`src/rtl/debug_pkg.sv`:
```
// rtl/debug_pkg.sv - shared frame layout, entry type and FSM encoding for the debug serial transmitter.
package debug_pkg;

  localparam int ADDR_BITS    = 5;
  localparam int DATA_BITS    = 32;
  localparam int PAYLOAD_BITS = ADDR_BITS + DATA_BITS;
  localparam int FRAME_BITS   = PAYLOAD_BITS + 3;

  localparam int START_POS  = 0;
  localparam int ADDR_POS   = START_POS + 1;
  localparam int DATA_POS   = ADDR_POS + ADDR_BITS;
  localparam int PARITY_POS = DATA_POS + DATA_BITS;
  localparam int STOP_POS   = PARITY_POS + 1;

  typedef struct packed {
    logic [DATA_BITS-1:0] data;
    logic [ADDR_BITS-1:0] addr;
  } dbg_entry_t;

  typedef enum logic {
    ST_IDLE = 1'b0,
    ST_SEND = 1'b1
  } tx_state_e;

  // Frame bit 0 goes on the line first; the shift register moves towards bit 0.
  function automatic logic [FRAME_BITS-1:0] build_frame(input dbg_entry_t e);
    logic [FRAME_BITS-1:0] f;
    f                         = '0;
    f[START_POS]              = 1'b0;
    f[ADDR_POS +: ADDR_BITS]  = e.addr;
    f[DATA_POS +: DATA_BITS]  = e.data;
    f[PARITY_POS]             = ^e;
    f[STOP_POS]               = 1'b1;
    return f;
  endfunction

endpackage

```
`src/rtl/debug_fifo.sv`:
```
// rtl/debug_fifo.sv - synchronous FIFO; a push into a full FIFO is accepted only when a pop happens in the same cycle.
module debug_fifo #(
  parameter int WIDTH = 37,
  parameter int DEPTH = 4,
  localparam int PTR_W = $clog2(DEPTH),
  localparam int CNT_W = PTR_W + 1
) (
  input  logic             clk,
  input  logic             rst,
  input  logic             push,
  input  logic [WIDTH-1:0] push_data,
  input  logic             pop,
  output logic [WIDTH-1:0] pop_data,
  output logic             full,
  output logic             empty,
  output logic [CNT_W-1:0] count,
  output logic             push_ok
);

  logic [WIDTH-1:0] mem_q [DEPTH];
  logic [WIDTH-1:0] mem_d [DEPTH];
  logic [PTR_W-1:0] wr_ptr_q, wr_ptr_d;
  logic [PTR_W-1:0] rd_ptr_q, rd_ptr_d;
  logic [CNT_W-1:0] count_q, count_d;
  logic             pop_ok;

  assign full     = (count_q == CNT_W'(DEPTH));
  assign empty    = (count_q == '0);
  assign count    = count_q;
  assign pop_data = mem_q[rd_ptr_q];
  assign pop_ok   = pop && !empty;
  assign push_ok  = push && (!full || pop_ok);

  always_comb begin
    mem_d    = mem_q;
    wr_ptr_d = wr_ptr_q;
    rd_ptr_d = rd_ptr_q;
    count_d  = count_q + CNT_W'(push_ok) - CNT_W'(pop_ok);
    if (push_ok) begin
      mem_d[wr_ptr_q] = push_data;
      wr_ptr_d        = wr_ptr_q + 1'b1;
    end
    if (pop_ok) begin
      rd_ptr_d = rd_ptr_q + 1'b1;
    end
  end

  always_ff @(posedge clk) begin
    if (!rst) begin
      wr_ptr_q <= '0;
      rd_ptr_q <= '0;
      count_q  <= '0;
    end else begin
      wr_ptr_q <= wr_ptr_d;
      rd_ptr_q <= rd_ptr_d;
      count_q  <= count_d;
    end
  end

  // Storage carries no reset; the count alone decides what is valid.
  always_ff @(posedge clk) begin
    mem_q <= mem_d;
  end

endmodule

```
`src/rtl/debug_tx.sv`:
```
// rtl/debug_tx.sv - captures GPR writes into a FIFO and sends each as a 40-bit UART-style frame on debug_output.
module debug_tx
  import debug_pkg::*;
#(
  parameter int CLKS_PER_BIT = 4,
  parameter int DEPTH        = 4,
  parameter int FILTER_ZERO  = 1
) (
  input  logic                 clk,
  input  logic                 rst,
  input  logic                 wr_en,
  input  logic [ADDR_BITS-1:0] wr_addr,
  input  logic [DATA_BITS-1:0] wr_data,
  output logic                 debug_output,
  output logic                 busy,
  output logic                 overflow
);

  localparam int BAUD_W = (CLKS_PER_BIT > 1) ? $clog2(CLKS_PER_BIT) : 1;
  localparam int CNT_W  = $clog2(DEPTH) + 1;
  localparam logic [BAUD_W-1:0] BAUD_LAST = BAUD_W'(CLKS_PER_BIT - 1);
  localparam logic [5:0]        BIT_LAST  = 6'(FRAME_BITS - 1);

  tx_state_e             state_q, state_d;
  logic [BAUD_W-1:0]     baud_q, baud_d;
  logic [5:0]            bit_q, bit_d;
  logic [FRAME_BITS-1:0] shift_q, shift_d;
  logic                  tx_q, tx_d;
  logic                  busy_q, busy_d;
  logic                  overflow_q, overflow_d;

  logic                  capture;
  dbg_entry_t            entry_in;
  dbg_entry_t            head;
  logic                  fifo_full;
  logic                  fifo_empty;
  logic [CNT_W-1:0]      fifo_count;
  logic [CNT_W-1:0]      count_next;
  logic                  push_ok;
  logic                  pop_en;

  assign capture  = wr_en && ((FILTER_ZERO == 0) || (wr_addr != '0));
  assign entry_in = '{data: wr_data, addr: wr_addr};

  debug_fifo #(
    .WIDTH (PAYLOAD_BITS),
    .DEPTH (DEPTH)
  ) u_fifo (
    .clk       (clk),
    .rst       (rst),
    .push      (capture),
    .push_data (entry_in),
    .pop       (pop_en),
    .pop_data  (head),
    .full      (fifo_full),
    .empty     (fifo_empty),
    .count     (fifo_count),
    .push_ok   (push_ok)
  );

  always_comb begin
    state_d = state_q;
    baud_d  = baud_q;
    bit_d   = bit_q;
    shift_d = shift_q;
    pop_en  = 1'b0;
    unique case (state_q)
      ST_IDLE: begin
        if (!fifo_empty) begin
          pop_en  = 1'b1;
          state_d = ST_SEND;
          shift_d = build_frame(head);
          baud_d  = '0;
          bit_d   = '0;
        end
      end
      ST_SEND: begin
        if (baud_q == BAUD_LAST) begin
          baud_d = '0;
          if (bit_q == BIT_LAST) begin
            // Chain straight into the next frame so bursts leave no idle gap.
            if (!fifo_empty) begin
              pop_en  = 1'b1;
              shift_d = build_frame(head);
              bit_d   = '0;
            end else begin
              state_d = ST_IDLE;
            end
          end else begin
            bit_d   = bit_q + 1'b1;
            shift_d = {1'b1, shift_q[FRAME_BITS-1:1]};
          end
        end else begin
          baud_d = baud_q + 1'b1;
        end
      end
      default: state_d = ST_IDLE;
    endcase
  end

  always_comb begin
    count_next = fifo_count + CNT_W'(push_ok) - CNT_W'(pop_en);
    tx_d       = (state_d == ST_SEND) ? shift_d[0] : 1'b1;
    busy_d     = (state_d == ST_SEND) || (count_next != '0);
    overflow_d = overflow_q || (capture && !push_ok);
  end

  always_ff @(posedge clk) begin
    if (!rst) begin
      state_q    <= ST_IDLE;
      baud_q     <= '0;
      bit_q      <= '0;
      shift_q    <= '1;
      tx_q       <= 1'b1;
      busy_q     <= 1'b0;
      overflow_q <= 1'b0;
    end else begin
      state_q    <= state_d;
      baud_q     <= baud_d;
      bit_q      <= bit_d;
      shift_q    <= shift_d;
      tx_q       <= tx_d;
      busy_q     <= busy_d;
      overflow_q <= overflow_d;
    end
  end

  assign debug_output = tx_q;
  assign busy         = busy_q;
  assign overflow     = overflow_q;

endmodule

```
`config.mk`:
```
export PLATFORM = sky130hd
export DESIGN_NAME = debug_tx
export DESIGN_NICKNAME = d
export VERILOG_FILES = /design/src/rtl/debug_pkg.sv /design/src/rtl/debug_fifo.sv /design/src/rtl/debug_tx.sv
export SDC_FILE = /design/constraint.sdc
export NUM_CORES = 1
export LEC_CHECK = 0
export ABC_AREA = 1
export BUFFER_PORTS_ARGS = -buffer_cell sky130_fd_sc_hd__buf_2
export CAP_MARGIN = 20
export CORE_UTILIZATION = 50
export CTS_CLUSTER_DIAMETER = 30
export DETAILED_ROUTE_END_ITERATION = 8
export PLACE_DENSITY = 0.67
export SETUP_SLACK_MARGIN = 0.05
export SLEW_MARGIN = 20
export SYNTH_ARGS = -nofsm -noshare
export SYNTH_HDL_FRONTEND = slang
export SYNTH_SLANG_ARGS = --single-unit
```
`constraint.sdc`:
```
create_clock -name clk -period 6.25 [get_ports clk]
set_clock_uncertainty 0.2 [all_clocks]
set_input_delay 0.625 -clock clk [delete_from_list [all_inputs] [get_ports clk]]
set_output_delay 0.625 -clock clk [all_outputs]
set_load 0.01 [all_outputs]
```
==> results.ini <==
[finish]
finish.utilization_pct = 60.4
drive_above_1_share_pct = 12.5
n_fill_cell = 1501
final_area_mm2 = 0.0109
fin_nets = 1094
areaGrowthSynthToFinish_pct = 17.7
regArea_mm2 = 0.00563
multi_input_area_mm2 = 0.00314
n_antenna_cell = 0

[clock_network]
path_clk_slew_ns = 0.05
clk_latency_ns = 0.52
clockBufferDepth = 3
hold_buffers = 0
clockRootBuffer = clkbuf_16
cts_tree = yes
cts-resized-gates = 0
htree_levels = 2
cts_buffers = 40
cts_sinks = 207
cts_setup_buffers = 0

[global_routing]
grt_max_degree = 69
grt_pass1_wl_mm = 31.8
track_usage_pct = 20.8
globalRouteOverflowTotal = 0
grt_antenna_before_repair = 0
grt_pass1_vias = 6459

[status]
outcome = completed

[sta]
fin_ws_ns = 3.14
rsz0062_at_grt = false
slew_violations = 0
finalHoldViolations = 0
fin_setup_tns_ns = 0
slew_headroom_pct = 29.8
setup_viol = 0
worst_slew_pin_slew_ns = 1.05
fmax_mhz = 322
finalCritPeriodShare_pct = 49.8
min_period_ns = 3.11

[power]
p_per_area_mw_per_mm2 = 498
leakage_nw = 4.65
total_power_w = 0.00542
ir_drop_mv = 0.309

[run]
maxCapViolCount = 0

[route]
num_vias = 6763
drt_iter0_markers = 420
dr.pass1.iters = 7
ant_nets = 0
drc = 0
wirelength_mm = 19.5
wire_per_inst_um = 15.0
vias_per_cell = 5.19

[synthesis]
ys_warn_count = 0
syn_inst = 995
seq_area_frac_synth_pct = 60.8
ys_ff_latch = 207
synth.avg_cell_area_um2 = 9.30
yosys.cell_types.count = 33
synth_top_cell_by_area = edfxtp_1
syn_area_mm2 = 0.00925
synth_top_area_share_pct = 48.0
yosys-top-cells-area = edfxtp_1 48%, nand2_1 18%, dfxtp_1 13%
syn_nets = 1046

[die]
ioPinCount = 43
dieArea_mm2 = 0.0191
core_mm2 = 0.0180
fp.dieH_um = 138
rows = 49
fp.dieW_um = 138
start_util_pct = 51.3

[setup_path]
reg2reg_from = u_fifo.rd_ptr_q[0]
crit_required_ns = 6.45
worst_ep_arrival_time_ns = 3.31
critPathMaxStageDelay_ns = 0.83
startpoint = u_fifo.rd_ptr_q[0]
path_class = flip-flop to flip-flop
crit_top_cell = nand2_1
crit_path_max_fanout = 45
critPathBufInv = 2
startpoint_type = flip-flop
end_kind = flip-flop
path_cells = buf_4 -> nand2_1 -> nand2_1 -> nand2_1 -> nand2_1 -> nand2_1 -> nand2_1 -> nand2_1 -> nand2_1 -> nand2_1 -> inv_1 -> nor2_1 -> nand2_1 -> nand2_1 -> nand2_1 -> nand3_1 -> nand3_1 -> nand2_1
path_delay_family = simple AND/OR/NAND/NOR gates
cpMaxStageDelayCell = dfxtp_2

[min_path]
worstHoldStart = wr_data[11]
hp-class = primary input to flip-flop

[place]
dp_slack_ns = 2.96
globalplace.congestion = 0.748
place_area_mm2 = 0.00958
io_buffers = 42
place_hpwl_mm = 11.1

sequential cells by signal (all words and copies together) (netlist names), 2 cells and up:
signal	flops
shift_q	40
bit_q	6
u_fifo.mem_q	148
baud_q	2
u_fifo.count	3
u_fifo.rd_ptr_q	2
u_fifo.wr_ptr_q	2
path summary, 6_finish.rpt:
path                                          to  slack, ns  cells past startpoint
worst min-delay path            u_fifo.mem_q[53]       0.12                      1
worst max register to register       shift_q[38]       3.14                     18
worst max-delay path                 shift_q[38]       3.14                     18
worst min register to register          overflow       0.26                      1
cells in the final DEF (no fill, tap or decap), types with 4 or more instances in the layout:
| cell | n |
|---|---|
| a21oi_1 | 12 |
| a221oi_1 | 12 |
| buf_2 | 42 |
| buf_4 | 9 |
| clkbuf_16 | 41 |
| clkinv_1 | 8 |
| clkinv_2 | 5 |
| clkinvlp_4 | 6 |
| dfxtp_1 | 57 |
| edfxtp_1 | 148 |
| ha_1 | 11 |
| inv_1 | 58 |
| inv_2 | 7 |
| nand2_1 | 444 |
| nand3_1 | 89 |
| nor2_1 | 21 |
| nor2_4 | 5 |
| o2111ai_1 | 26 |
| o21ai_0 | 29 |
| o21ai_1 | 4 |
| xor2_1 | 5 |
power by group:
group          switching [W]  leakage (nW)  internal (W)
clock network       0.000693         0.627       0.00134
registers           0.000120          1.85       0.00170
logic                0.00107          2.17      0.000492
total                0.00189          4.65       0.00354
layer usage:
layer	up-vias	wire length, µm	track usage, %
li1	3456	-	-
met1	3095	8790	27.0
met2	177	9140	34.0
met3	35	1190	5.13
met4	0	390	7.40
met5	-	0	0
cell usage after synthesis:
library cell  number
inv_2              7
buf_6              7
xnor2_1            3
nand3_1           89
a221oi_1          12
o21ai_0           29
nand2_1          444
nor2_4             1
clkbuf_1          13
o2111ai_1         26
edfxtp_1         148
nor4_2             1
nor3_1             1
o21a_1             1
o211ai_1           2
xor2_2             1
buf_2             19
nor2_1            25
buf_4              6
or4_1              1
a211oi_1           1
ha_1              11
a21oi_1           12
a22oi_1            1
inv_1             58
a31oi_1            2
nand2_2            3
xor2_1             5
a41oi_1            1
dfxtp_1           59
nor4_1             1
inv_4              1
o21ai_1            4
final cells by class:
cell class	instances	area share, %
flip-flops and latches	207	51.7
multi-input cells	677	28.8
clock buffers	44	9.71
well taps	229	2.63
repair buffers	51	2.55
clock inverters	28	2.32
inverters	66	2.30
cells by family (layout without fill, tap and decap cells):
logic type / Yosys count / after routing / share of synthesized area, %
buffers and inverters: 111 / 189 / 5.60
adders and majority gates: 11 / 11 / 1.49
and+or+nand+nor: 566 / 566 / 24.5
AOI/OAI and AO/OA: 91 / 91 / 6.67
DFF: 207 / 207 / 60.8
xor gates and xnor gates: 9 / 9 / 0.933
stage by stage:
| stage | cells | hold slack [ns] |
|---|---|---|
| final | 1302 | 0.118 |
| after global routing | 1302 | 0.108 |
| after CTS | 1302 | 0.107 |
| after detailed placement | 1230 | 0.247 |
| after global placement | 1230 | 0.242 |
| after floorplan | 995 | 0.220 |
Power figures use the tool's default switching activity.
